$ cat config.mk
export PLATFORM = sky130hd
export DESIGN_NAME = fetch_queue
export DESIGN_NICKNAME = d
export VERILOG_FILES = /design/src/rtl/fetch_queue.sv
export SDC_FILE = /design/constraint.sdc
export NUM_CORES = 1
export LEC_CHECK = 0
export CORE_MARGIN = 2
export CORE_UTILIZATION = 40
export CTS_CLUSTER_SIZE = 25
export DETAILED_ROUTE_END_ITERATION = 8
export DONT_BUFFER_PORTS = 1
export GPL_ROUTABILITY_DRIVEN = 0
export MAX_ROUTING_LAYER = met4
export SYNTH_ARGS = -nofsm -noshare
export SYNTH_HDL_FRONTEND = slang
export SYNTH_SLANG_ARGS = --single-unit
$ cat constraint.sdc
create_clock -name clk -period 3.1 [get_ports clk]
set_input_delay 0.775 -clock clk [delete_from_list [all_inputs] [get_ports clk]]
set_output_delay 0.775 -clock clk [all_outputs]
set_load 0.05 [all_outputs]
$ cat src/rtl/fetch_queue.sv
// fetch_queue: instruction-fetch stage with a prefetch FIFO and branch squash.
//
// Issues sequential fetches to a synchronous instruction RAM and captures each
// response one cycle later into a DEPTH-entry FIFO of {instruction, PC}. A taken
// branch flushes the FIFO, squashes the in-flight response and redirects the
// fetch PC. The decoder drains the head over a valid/ready handshake.
//
// Optional feature: define FETCHQ_PERF_EN to build the saturating performance
// counters; otherwise perf_fetched/perf_squashed are tied to zero.
//
// Ports:
//   clk, nreset           clock, asynchronous active-low reset
//   imem_req, imem_addr   fetch request and address to the instruction RAM
//   imem_data             RAM read data, one cycle after the request
//   br_valid, br_target   taken-branch redirect
//   out_valid, out_ready  head handshake to the decoder
//   out_instr, out_pc     head instruction and its address
//   out_link              out_pc + INSTR_W/8 (branch-and-link return address)
//   occupancy             valid FIFO entries
//   perf_fetched          handshake count (saturating)
//   perf_squashed         squashed response + flushed entry count (saturating)
module fetch_queue #(
    parameter int unsigned       ADDR_W   = 32,
    parameter int unsigned       INSTR_W  = 32,
    parameter int unsigned       DEPTH    = 4,
    parameter logic [ADDR_W-1:0] RESET_PC = '0
) (
    input  logic                       clk,
    input  logic                       nreset,
    output logic                       imem_req,
    output logic [ADDR_W-1:0]          imem_addr,
    input  logic [INSTR_W-1:0]         imem_data,
    input  logic                       br_valid,
    input  logic [ADDR_W-1:0]          br_target,
    output logic                       out_valid,
    input  logic                       out_ready,
    output logic [INSTR_W-1:0]         out_instr,
    output logic [ADDR_W-1:0]          out_pc,
    output logic [ADDR_W-1:0]          out_link,
    output logic [$clog2(DEPTH):0]     occupancy,
    output logic [15:0]                perf_fetched,
    output logic [15:0]                perf_squashed
);

    localparam int unsigned       PTR_W  = $clog2(DEPTH);
    localparam int unsigned       CNT_W  = PTR_W + 1;
    localparam logic [ADDR_W-1:0] PC_INC = ADDR_W'(INSTR_W / 8);

    logic [ADDR_W-1:0]  fetch_pc_q, fetch_pc_d;
    logic               inflight_q, inflight_d;
    logic [ADDR_W-1:0]  inflight_pc_q, inflight_pc_d;
    logic [PTR_W-1:0]   rd_ptr_q, rd_ptr_d;
    logic [PTR_W-1:0]   wr_ptr_q, wr_ptr_d;
    logic [CNT_W-1:0]   count_q, count_d;

    logic [INSTR_W-1:0] instr_mem [DEPTH];
    logic [ADDR_W-1:0]  pc_mem    [DEPTH];

    logic push, pop, room;

    // Only the word-aligned part of the branch target is used.
    logic unused_br_lsb;
    assign unused_br_lsb = ^br_target[1:0];

    assign out_valid = (count_q != '0);
    assign out_instr = instr_mem[rd_ptr_q];
    assign out_pc    = pc_mem[rd_ptr_q];
    assign out_link  = pc_mem[rd_ptr_q] + PC_INC;
    assign occupancy = count_q;
    assign imem_addr = fetch_pc_q;

    assign pop  = out_valid && out_ready;
    // A response arriving during a branch cycle belongs to the wrong path.
    assign push = inflight_q && !br_valid;
    // The in-flight slot is reserved so a returning response always fits.
    assign room = (count_q + CNT_W'(inflight_q)) < CNT_W'(DEPTH);
    assign imem_req = nreset && !br_valid && room;

    always_comb begin
        fetch_pc_d    = fetch_pc_q;
        inflight_d    = imem_req;
        inflight_pc_d = fetch_pc_q;
        rd_ptr_d      = rd_ptr_q;
        wr_ptr_d      = wr_ptr_q;
        count_d       = count_q;

        if (br_valid) begin
            fetch_pc_d = {br_target[ADDR_W-1:2], 2'b00};
            rd_ptr_d   = '0;
            wr_ptr_d   = '0;
            count_d    = '0;
        end else begin
            if (imem_req) begin
                fetch_pc_d = fetch_pc_q + PC_INC;
            end
            if (pop) begin
                rd_ptr_d = rd_ptr_q + PTR_W'(1);
            end
            if (push) begin
                wr_ptr_d = wr_ptr_q + PTR_W'(1);
            end
            count_d = count_q + CNT_W'(push) - CNT_W'(pop);
        end
    end

    always_ff @(posedge clk or negedge nreset) begin
        if (!nreset) begin
            fetch_pc_q    <= RESET_PC;
            inflight_q    <= 1'b0;
            inflight_pc_q <= '0;
            rd_ptr_q      <= '0;
            wr_ptr_q      <= '0;
            count_q       <= '0;
        end else begin
            fetch_pc_q    <= fetch_pc_d;
            inflight_q    <= inflight_d;
            inflight_pc_q <= inflight_pc_d;
            rd_ptr_q      <= rd_ptr_d;
            wr_ptr_q      <= wr_ptr_d;
            count_q       <= count_d;
        end
    end

    // Storage needs no reset: entries are only observed when counted valid.
    always_ff @(posedge clk) begin
        if (push) begin
            instr_mem[wr_ptr_q] <= imem_data;
            pc_mem[wr_ptr_q]    <= inflight_pc_q;
        end
    end

`ifdef FETCHQ_PERF_EN
    logic [15:0]      perf_fetched_q, perf_fetched_d;
    logic [15:0]      perf_squashed_q, perf_squashed_d;
    logic [CNT_W-1:0] squash_cnt;
    logic [16:0]      squash_sum;

    // The entry popped in a branch cycle goes to the consumer, not the flush.
    assign squash_cnt = br_valid ? (count_q + CNT_W'(inflight_q) - CNT_W'(pop)) : '0;
    assign squash_sum = {1'b0, perf_squashed_q} + 17'(squash_cnt);

    always_comb begin
        perf_fetched_d  = perf_fetched_q;
        perf_squashed_d = squash_sum[16] ? 16'hFFFF : squash_sum[15:0];
        if (pop && (perf_fetched_q != 16'hFFFF)) begin
            perf_fetched_d = perf_fetched_q + 16'd1;
        end
    end

    always_ff @(posedge clk or negedge nreset) begin
        if (!nreset) begin
            perf_fetched_q  <= '0;
            perf_squashed_q <= '0;
        end else begin
            perf_fetched_q  <= perf_fetched_d;
            perf_squashed_q <= perf_squashed_d;
        end
    end

    assign perf_fetched  = perf_fetched_q;
    assign perf_squashed = perf_squashed_q;
`else
    assign perf_fetched  = 16'h0000;
    assign perf_squashed = 16'h0000;
`endif

endmodule
* After elaboration in Yosys (flattened, before gate mapping) *
Memory sizes are Yosys's and may differ from the RTL's.
Cells that the tools add are included.

word-level totals
  output and inout port bits = 165
  memories kept = 2
  logic and storage cells = 34
  RAM bits = 256
  bits in registers = 72
  bits of input ports = 68

memories
  name       depth  width  read ports  clocked after memory_dff  write ports  line  text
  instr_mem  4      32     1           0                         1            56    logic [INSTR_W-1:0] instr_mem [DEPTH];
  pc_mem     4      32     1           0                         1            57    logic [ADDR_W-1:0] pc_mem [DEPTH];

operators by class
  $lt $le $gt $ge = 1
  reductions and logical operators = 9
  muxes and demuxes = 9
  add/subtract/negate cells = 7

operators with widths
  operator                 count
  $add A32 B3 Y32 const B  2
  $mux W32                 2
  $mux W2                  4
  $add A3 B1 Y3            2
  $reduce_bool A2 Y1       3
  $add A2 B1 Y2 const B    2
  $logic_and A1 B1 Y1      4
  $lt A3 B3 Y1 const B     1
  $mux W3                  1
  $reduce_bool A3 Y1       1
  $sub A3 B1 Y3            1
  $mux W1                  2
  $logic_not A1 Y1         1

* Longest topological paths before layout *
  depth after elaboration = 5
  gate-level depth with buffers = 10
  depth with buffers taken out = 9

* Worst setup path after synthesis *
Ideal clock, no wire load.

  path type = reg2out
  start point = register rd_ptr_q[0]
  end point = output out_link[30]
  path slack = -0.595 ns
  data required time = 2.325 ns
  data arrival time = 2.920 ns
  buffers on the path = 2
  stages on the path, launching flop included = 9
  path through = dfrtp_1 buf_6 buf_6 mux4_2 ha_1 and3_1 nand3_1 nor3_1 xnor2_1

between the ends
  cells in the longest elaborated chain, start to end = 2

ends and longest elaborated chain
  element                 line  text
  from (decl)             52    logic [PTR_W-1:0] rd_ptr_q, rd_ptr_d;
  from (signal assigned)  118   rd_ptr_q <= rd_ptr_d;
  $mem_v2 Z4 W32          n/a
  net out_pc[3]           38    output logic [ADDR_W-1:0] out_pc,
  $add A32 B3 Y32         68    assign out_link = pc_mem[rd_ptr_q] + PC_INC;
  to (decl)               39    output logic [ADDR_W-1:0] out_link,

The timed path passes the listed nets, and every way through them passes these cells.

* Worst setup path in the final report *
  start point = register rd_ptr_q[0]
  end point = output out_link[31]

between the ends
  cells in the longest elaborated chain, start to end = 2

ends and longest elaborated chain
  element          line
  $mem_v2 Z4 W32   n/a
  $add A32 B3 Y32  68

No other way between the ends.

==> key figures <==
Status
  • Outcome: complete, but fails checks
  • Failing checks: negative setup slack

Worst setup path
  • CP Max Fanout: 7
  • CP Data Arrival Time: 2.96 ns
  • Crit start category: flip-flop
  • Kind of critical path: reg -> out
  • Crit end category: primary output
  • Critical Path RT: 2.32 ns

Global routing
  • GR Util All Layers: 16.8%
  • Grt total ovfl: 0
  • Vias in the first global route: 7128
  • Largest net degree at the start of global routing: 69
  • Antenna violations before repair: 0
  • First-pass GRT wire length: 41600 µm

Pwr
  • Static Leak: 0.00605 µW
  • NetSw: 5010 µW
  • Sw Share: 34.9%
  • Internal power: 9350 µW
  • Clk network pwr share: 27.4%
  • Combinational power share: 37.9%
  • Power per Cell Area: 853 nW/µm²
  • Overall power after layout: 14400 µW
  • IR drop worst, VDD: 0.000466 V
  • Sequential power share: 34.7%

Drt
  • DR pass1 iterations: 5
  • Routed length on met3: 2080 µm
  • Via density: 5.12
  • Post-route DRC violation count: 0
  • Starting DRC count in detailed routing: 369
  • WL met1: 11000 µm
  • Antenna Nets Post-Route: 0
  • Metal2 WL: 13600 µm
  • WL final: 27500 µm
  • Routed WL per cell: 20.8 µm
  • Max layer used: met4
  • Via count: 6778

Synth
  • Yosys warning count: 0
  • Number of synthesized flops with an enable pin: 248
  • Post-synthesis adder-cell area fraction: 0.940%
  • Mux cell area share after synthesis: 11.1%
  • #FFs+latches synth: 316
  • Main combinational cell family by area after synthesis: multiplexers
  • Asr flop ratio synth: 21.5%
  • Synth cell types: 45
  • Mapped Avg Cell Area: 17.7 µm²
  • XOR/XNOR share of the synthesized area: 3.63%
  • Synth Flop Type: edfxtp_1
  • Synth Area in Compound Gates: 2.03%
  • Synth Area in Simple Gates: 6.75%
  • Sequential area share after synthesis: 71.6%
  • Post-Syn Instances: 723
  • Post-Syn Area: 12800 µm²

Layout
  • Layout cells sized above 1: 38.6%
  • ANT cells: 0
  • Nets: 974
  • Synth-to-Final Area Change: 31.7%
  • Core Util, Final: 53.5%
  • Fin area: 16800 µm²

STA
  • Fmax: 0.268 GHz
  • Rel. slew slack: 53.8%
  • Final hold viol count: 0
  • Setup slack after layout: -0.633 ns
  • Max Slew Vio Count: 0
  • RSZ-0062 raised after global routing: yes
  • Final Skew: 0.00715 ns
  • Setup TNS: -13.28 ns
  • Final min period: 3.73 ns
  • Least-Margin Pin Slew: 0.693 ns
  • Final period utilization: 120%
  • Final setup vio count: 29

Floorplan
  • Row count: 65
  • Starting density of the core: 40.6%
  • Die area: 33400 µm²
  • Die height: 183 µm
  • Io pins: 233
  • Die X: 183 µm
  • CORE AREA: 31500 µm²

Flow run
  • Max-Cap Viols: 0

Clocking
  • Num CTS Buffers: 31
  • CTS tree: yes
  • Clock Latency Late Sink: 0.55 ns
  • Clock-pin slew on the worst setup and hold paths: 0.06 ns
  • Clock sinks: 316
  • Htree depth: 1
  • Worst-case clock buffer depth: 3
  • Root Buffer: clkbuf_16

Placement
  • Hpwl dp: 18100 µm
  • DP Area: 14800 µm²
  • Port bufs: 0

Worst hold path
  • Hold crit path type: in -> async
[timing repair]
action                                 CTS  global route
pin swaps                               30            24
buffers inserted                        16            16
hold buffers                             1             0
setup endpoints to repair               60            58
gates cloned                             2             2
endpoints found under the hold margin   68             0
resized for setup                       88            37
[cells by family (layout without fill, tap and decap cells)]
logic type | Yosys count | count (layout)
other | 1 | 38
muxes | 64 | 64
adders and majority gates | 9 | 9
DFF | 316 | 316
xor gates and xnor gates | 53 | 53
and+or+nand+nor | 157 | 157
buffers and inverters | 84 | 246
AOI/OAI and AO/OA | 39 | 39
[state kept, by name (all words and copies together) (netlist names)]
signal	count
occupancy	3
pc_mem	120
wr_ptr_q	2
inflight_q	1
inflight_pc_q	30
rd_ptr_q	2
imem_addr	30
instr_mem	128
[critical path, cell delays in order (launching register included)]
cell and delay [ns]:
dfrtp_4 0.55, buf_12 0.18, mux4_2 0.34, and4_4 0.27, nand4_4 0.21, nor4_4 0.34, buf_4 0.16, xor2_2 0.18
buf_12 0.16
[per-stage QoR]
step | cells | setup slack, ns | hold WS [ns]
after floorplan | 760 | -0.266 | 0.455
after global placement | 1236 | -0.118 | 0.372
after detailed placement | 1236 | -0.154 | 0.384
after CTS | 1311 | -0.656 | 0.0942
after global routing | 1324 | -0.714 | 0.0967
final | 1324 | -0.633 | 0.0911
[final timing paths]
check                              from               end  slack [ns]  depth (start not counted)
max                         rd_ptr_q[0]      out_link[31]       -0.63                          8
min                              nreset     imem_addr[23]        0.09                          1
max reg2reg                occupancy[0]      occupancy[2]        0.69                         10
min reg2reg                imem_addr[4]  inflight_pc_q[4]        0.39                          0
max in group asynchronous        nreset       rd_ptr_q[0]        2.70                          1
min in group clk               br_valid       rd_ptr_q[0]        0.30                          1
[cell usage in the layout (no fill, tap or decap), types with 5 or more instances in the layout]
master and count:
clkbuf_1 6, edfxtp_1 248, nand2_1 37, buf_6 35
clkbuf_16 33, conb_1 38, xnor2_4 8, nor3_4 9
inv_1 20, nand4_1 8, mux4_2 62, buf_4 84
xnor2_1 17, bufinv_16 7, dfrtp_1 66, nand3_4 6
buf_12 40, ha_1 7, o21ai_0 26, xor2_4 10
clkinv_1 6, xor2_1 9, nand3_1 16, and4_4 5
xnor2_2 5, and3_1 10, nor3_1 6, nor2_1 19
[synth_stat cells (all sizes together), types with 2 or more instances]
cell type  instances  area share (%)
edfxtp           248              58
dfrtp             68              13
mux4              62              11
buf               54             3.1
nand2             40             1.2
xnor2             30             2.1
o21ai             26             1.0
nand3             23            0.90
nor2              23            0.68
xor2              23             1.6
inv               21            0.62
nor3              18            0.71
and3              13            0.64
nand4             11            0.82
clkbuf             8            0.24
ha                 8            0.78
and2               6            0.29
a31oi              5            0.29
and4               5            0.36
a311o              4            0.31
nor4               4            0.36
or3                4            0.20
nor2b              3            0.15
or4                3            0.24
mux2i              2            0.16
nor3b              2            0.12
o211ai             2            0.12
[layer usage]
metal | GRT usage [%] | vias to the layer above
met3 | 4.03 | 50
li1 | - | 3046
met2 | 27.6 | 250
met1 | 20.8 | 3432
met5 | - | -
met4 | 5.06 | 0
[power groups by stage]
stage / clock network [µW] / registers, µW / logic [µW]
2_1_floorplan: 0 / 5200 / 3240
3_3_place_gp: 0 / 5050 / 4770
3_5_place_dp: 0 / 5070 / 4810
4_1_cts: 4030 / 4980 / 5280
5_1_grt: 4180 / 5000 / 5670
6_report: 3930 / 4980 / 5450
[final cells by class]
cell class,instances,area (µm²)
flip-flops and latches,316,9150
well taps,402,503
clock buffers,37,798
clock inverters,21,288
repair buffers,166,2000
fillers,2433,14600
inverters,22,95.1
multi-input cells,360,3990
Power figures use the tool's default switching activity.
==> edit, RTL diff (config.mk and constraints unchanged) <==
Add a define of `FETCHQ_PERF_EN`.
--- a/src/rtl/fetch_queue.sv
+++ b/src/rtl/fetch_queue.sv
@@ -21,2 +21,4 @@
 //   perf_squashed         squashed response + flushed entry count (saturating)
+`define FETCHQ_PERF_EN
+
 module fetch_queue #(
Check against the original RTL: not equivalent (a bounded check fails within 4 cycles, from zero or initial values and one cycle with nreset low).
==> edit against the original RTL <==
- the flow still finishes with violations (negative setup slack)
- total power grew 13%
- sequential cell count grew 32
- non-clock buffer count shrank 4
- design area grew 8.4%
- worst hold slack gained 86 ps
- setup slack gained 110 ps
- wire length grew 15%
- area after synthesis grew 11%
- cell count grew 13%
- first-iteration DRC count shrank 32%
- combinational power grew 13%
- count of clock-buffer cells in the layout grew 8
- register-to-register slack lost 470 ps
- largest cell class unchanged
- largest power group unchanged
==> edit: results (changes against the original RTL) <==
Setup path
  • Worst endpoint data arrival time: 2850 ps (-110 ps)
  • Worst flop-to-flop path startpoint: inflight_q
  • CP peak stage delay: 520 ps (-30 ps)

GRT
  • Met3 Use GR: 7.219% (+3.2 points)
  • Number of global-route vias before repair: 8033 (+13%)
  • Met2 Use GR: 28.39% (+0.79 points)
  • All-Layer GR Usage: 17.85% (+1.1 points)
  • Met1 Use GR: 21.06% (+0.25 points)

Pwr
  • Power per cell area: 890.4 nW/um2 (+4.4%)
  • Leakage: 6.704 nW (+11%)

Synth
  • Ys async rst share: 28.74% (+7.2 points)
  • Distinct cells, synth: 51 (+13%)

Final layout
  • Final nets: 1097 (+13%)
  • Fill count: 2859 (+18%)
  • Layout cells sized above 1: 35.13% (-3.5 points)
  • Finished Layout Cells: 1500 (+13%)

Clock network
  • TritonCTS Buffers: 37 (+19%)
  • Clk Latency, worst-skew pair: 530 ps (-20 ps)
  • # H-tree levels: 2 (+1)

STA
  • Worst Tran Pin Value: 699.0 ps (+5.834 ps)
  • Final setup TNS: -10540 ps (+2739 ps)
  • Setup WS post-layout: -524.2 ps (+108.3 ps)
  • Setup-failing EPs final: 29 (unchanged)

Drt
  • DR pass1 iterations: 4 (-1)

Place
  • DP Wirelength: 21750 um (+20%)
  • DP Area: 16450 um2 (+11%)

Outcome
  • Failing checks: negative setup slack
  • Status: complete, but fails checks
edit: cell count changes in the layout (fill, tap and decap cells not counted), moves of 18 or more:
cell / delta
nand4_1: +18
xnor2_1: +21
conb_1: -32
buf_4: +18
dfrtp_1: +30
nand2_1: +27
edit: metrics by stage:
step	setup slack (ps)	total power, mW
4_1_cts	-554.9	16.34
6_report	-524.2	16.25
2_1_floorplan	-178.6	9.845
3_5_place_dp	-250.0	11.53
5_1_grt	-611.6	16.89
3_3_place_gp	-217.6	11.48
edit: cell type report:
class | count | area share (%)
clock buffers | 45 | 5.409
multi-input cells | 442 | 25.33
repair buffers | 162 | 9.735
well taps | 461 | 3.160
clock inverters | 22 | 1.371
flip-flops and latches | 348 | 54.57
inverters | 20 | 0.4250
edit: timing repair:
action / 4_1_cts / 5_1_grt
endpoints found under the hold margin: 100 / 0
pin swaps: 20 / 37
setup endpoints to repair: 59 / 59
hold buffers: 1 / 0
buffers inserted: 7 / 13
gates resized for setup: 68 / 24
edit: worst paths after layout:
check / end / slack, ps / cells after the start
hold reg to reg: inflight_pc_q[28] / 430 / 0
setup reg to reg: perf_squashed[1] / 220 / 12
min in group clk: occupancy[2] / 330 / 1
setup / recovery: out_link[24] / -520 / 8
hold / removal: imem_addr[19] / 180 / 1
max in group asynchronous: rd_ptr_q[1] / 2450 / 1
edit: kinds of logic after synthesis:
logic type	share of synthesized area (%)
flops	70.06
other cells	0.02641
fa+ha+maj	1.692
mux	10.37
buf+inv	2.317
compound gates	1.621
simple gates	8.608
xor+xnor	5.304
edit: power groups by stage:
stage,Combinational [mW],Sequential (mW),Clock [mW]
finish,6.14,5.66,4.45
global route,6.45,5.70,4.74
CTS,6.11,5.67,4.56
detailed placement,5.76,5.76,0
global placement,5.72,5.75,0
floorplan,3.76,6.09,0
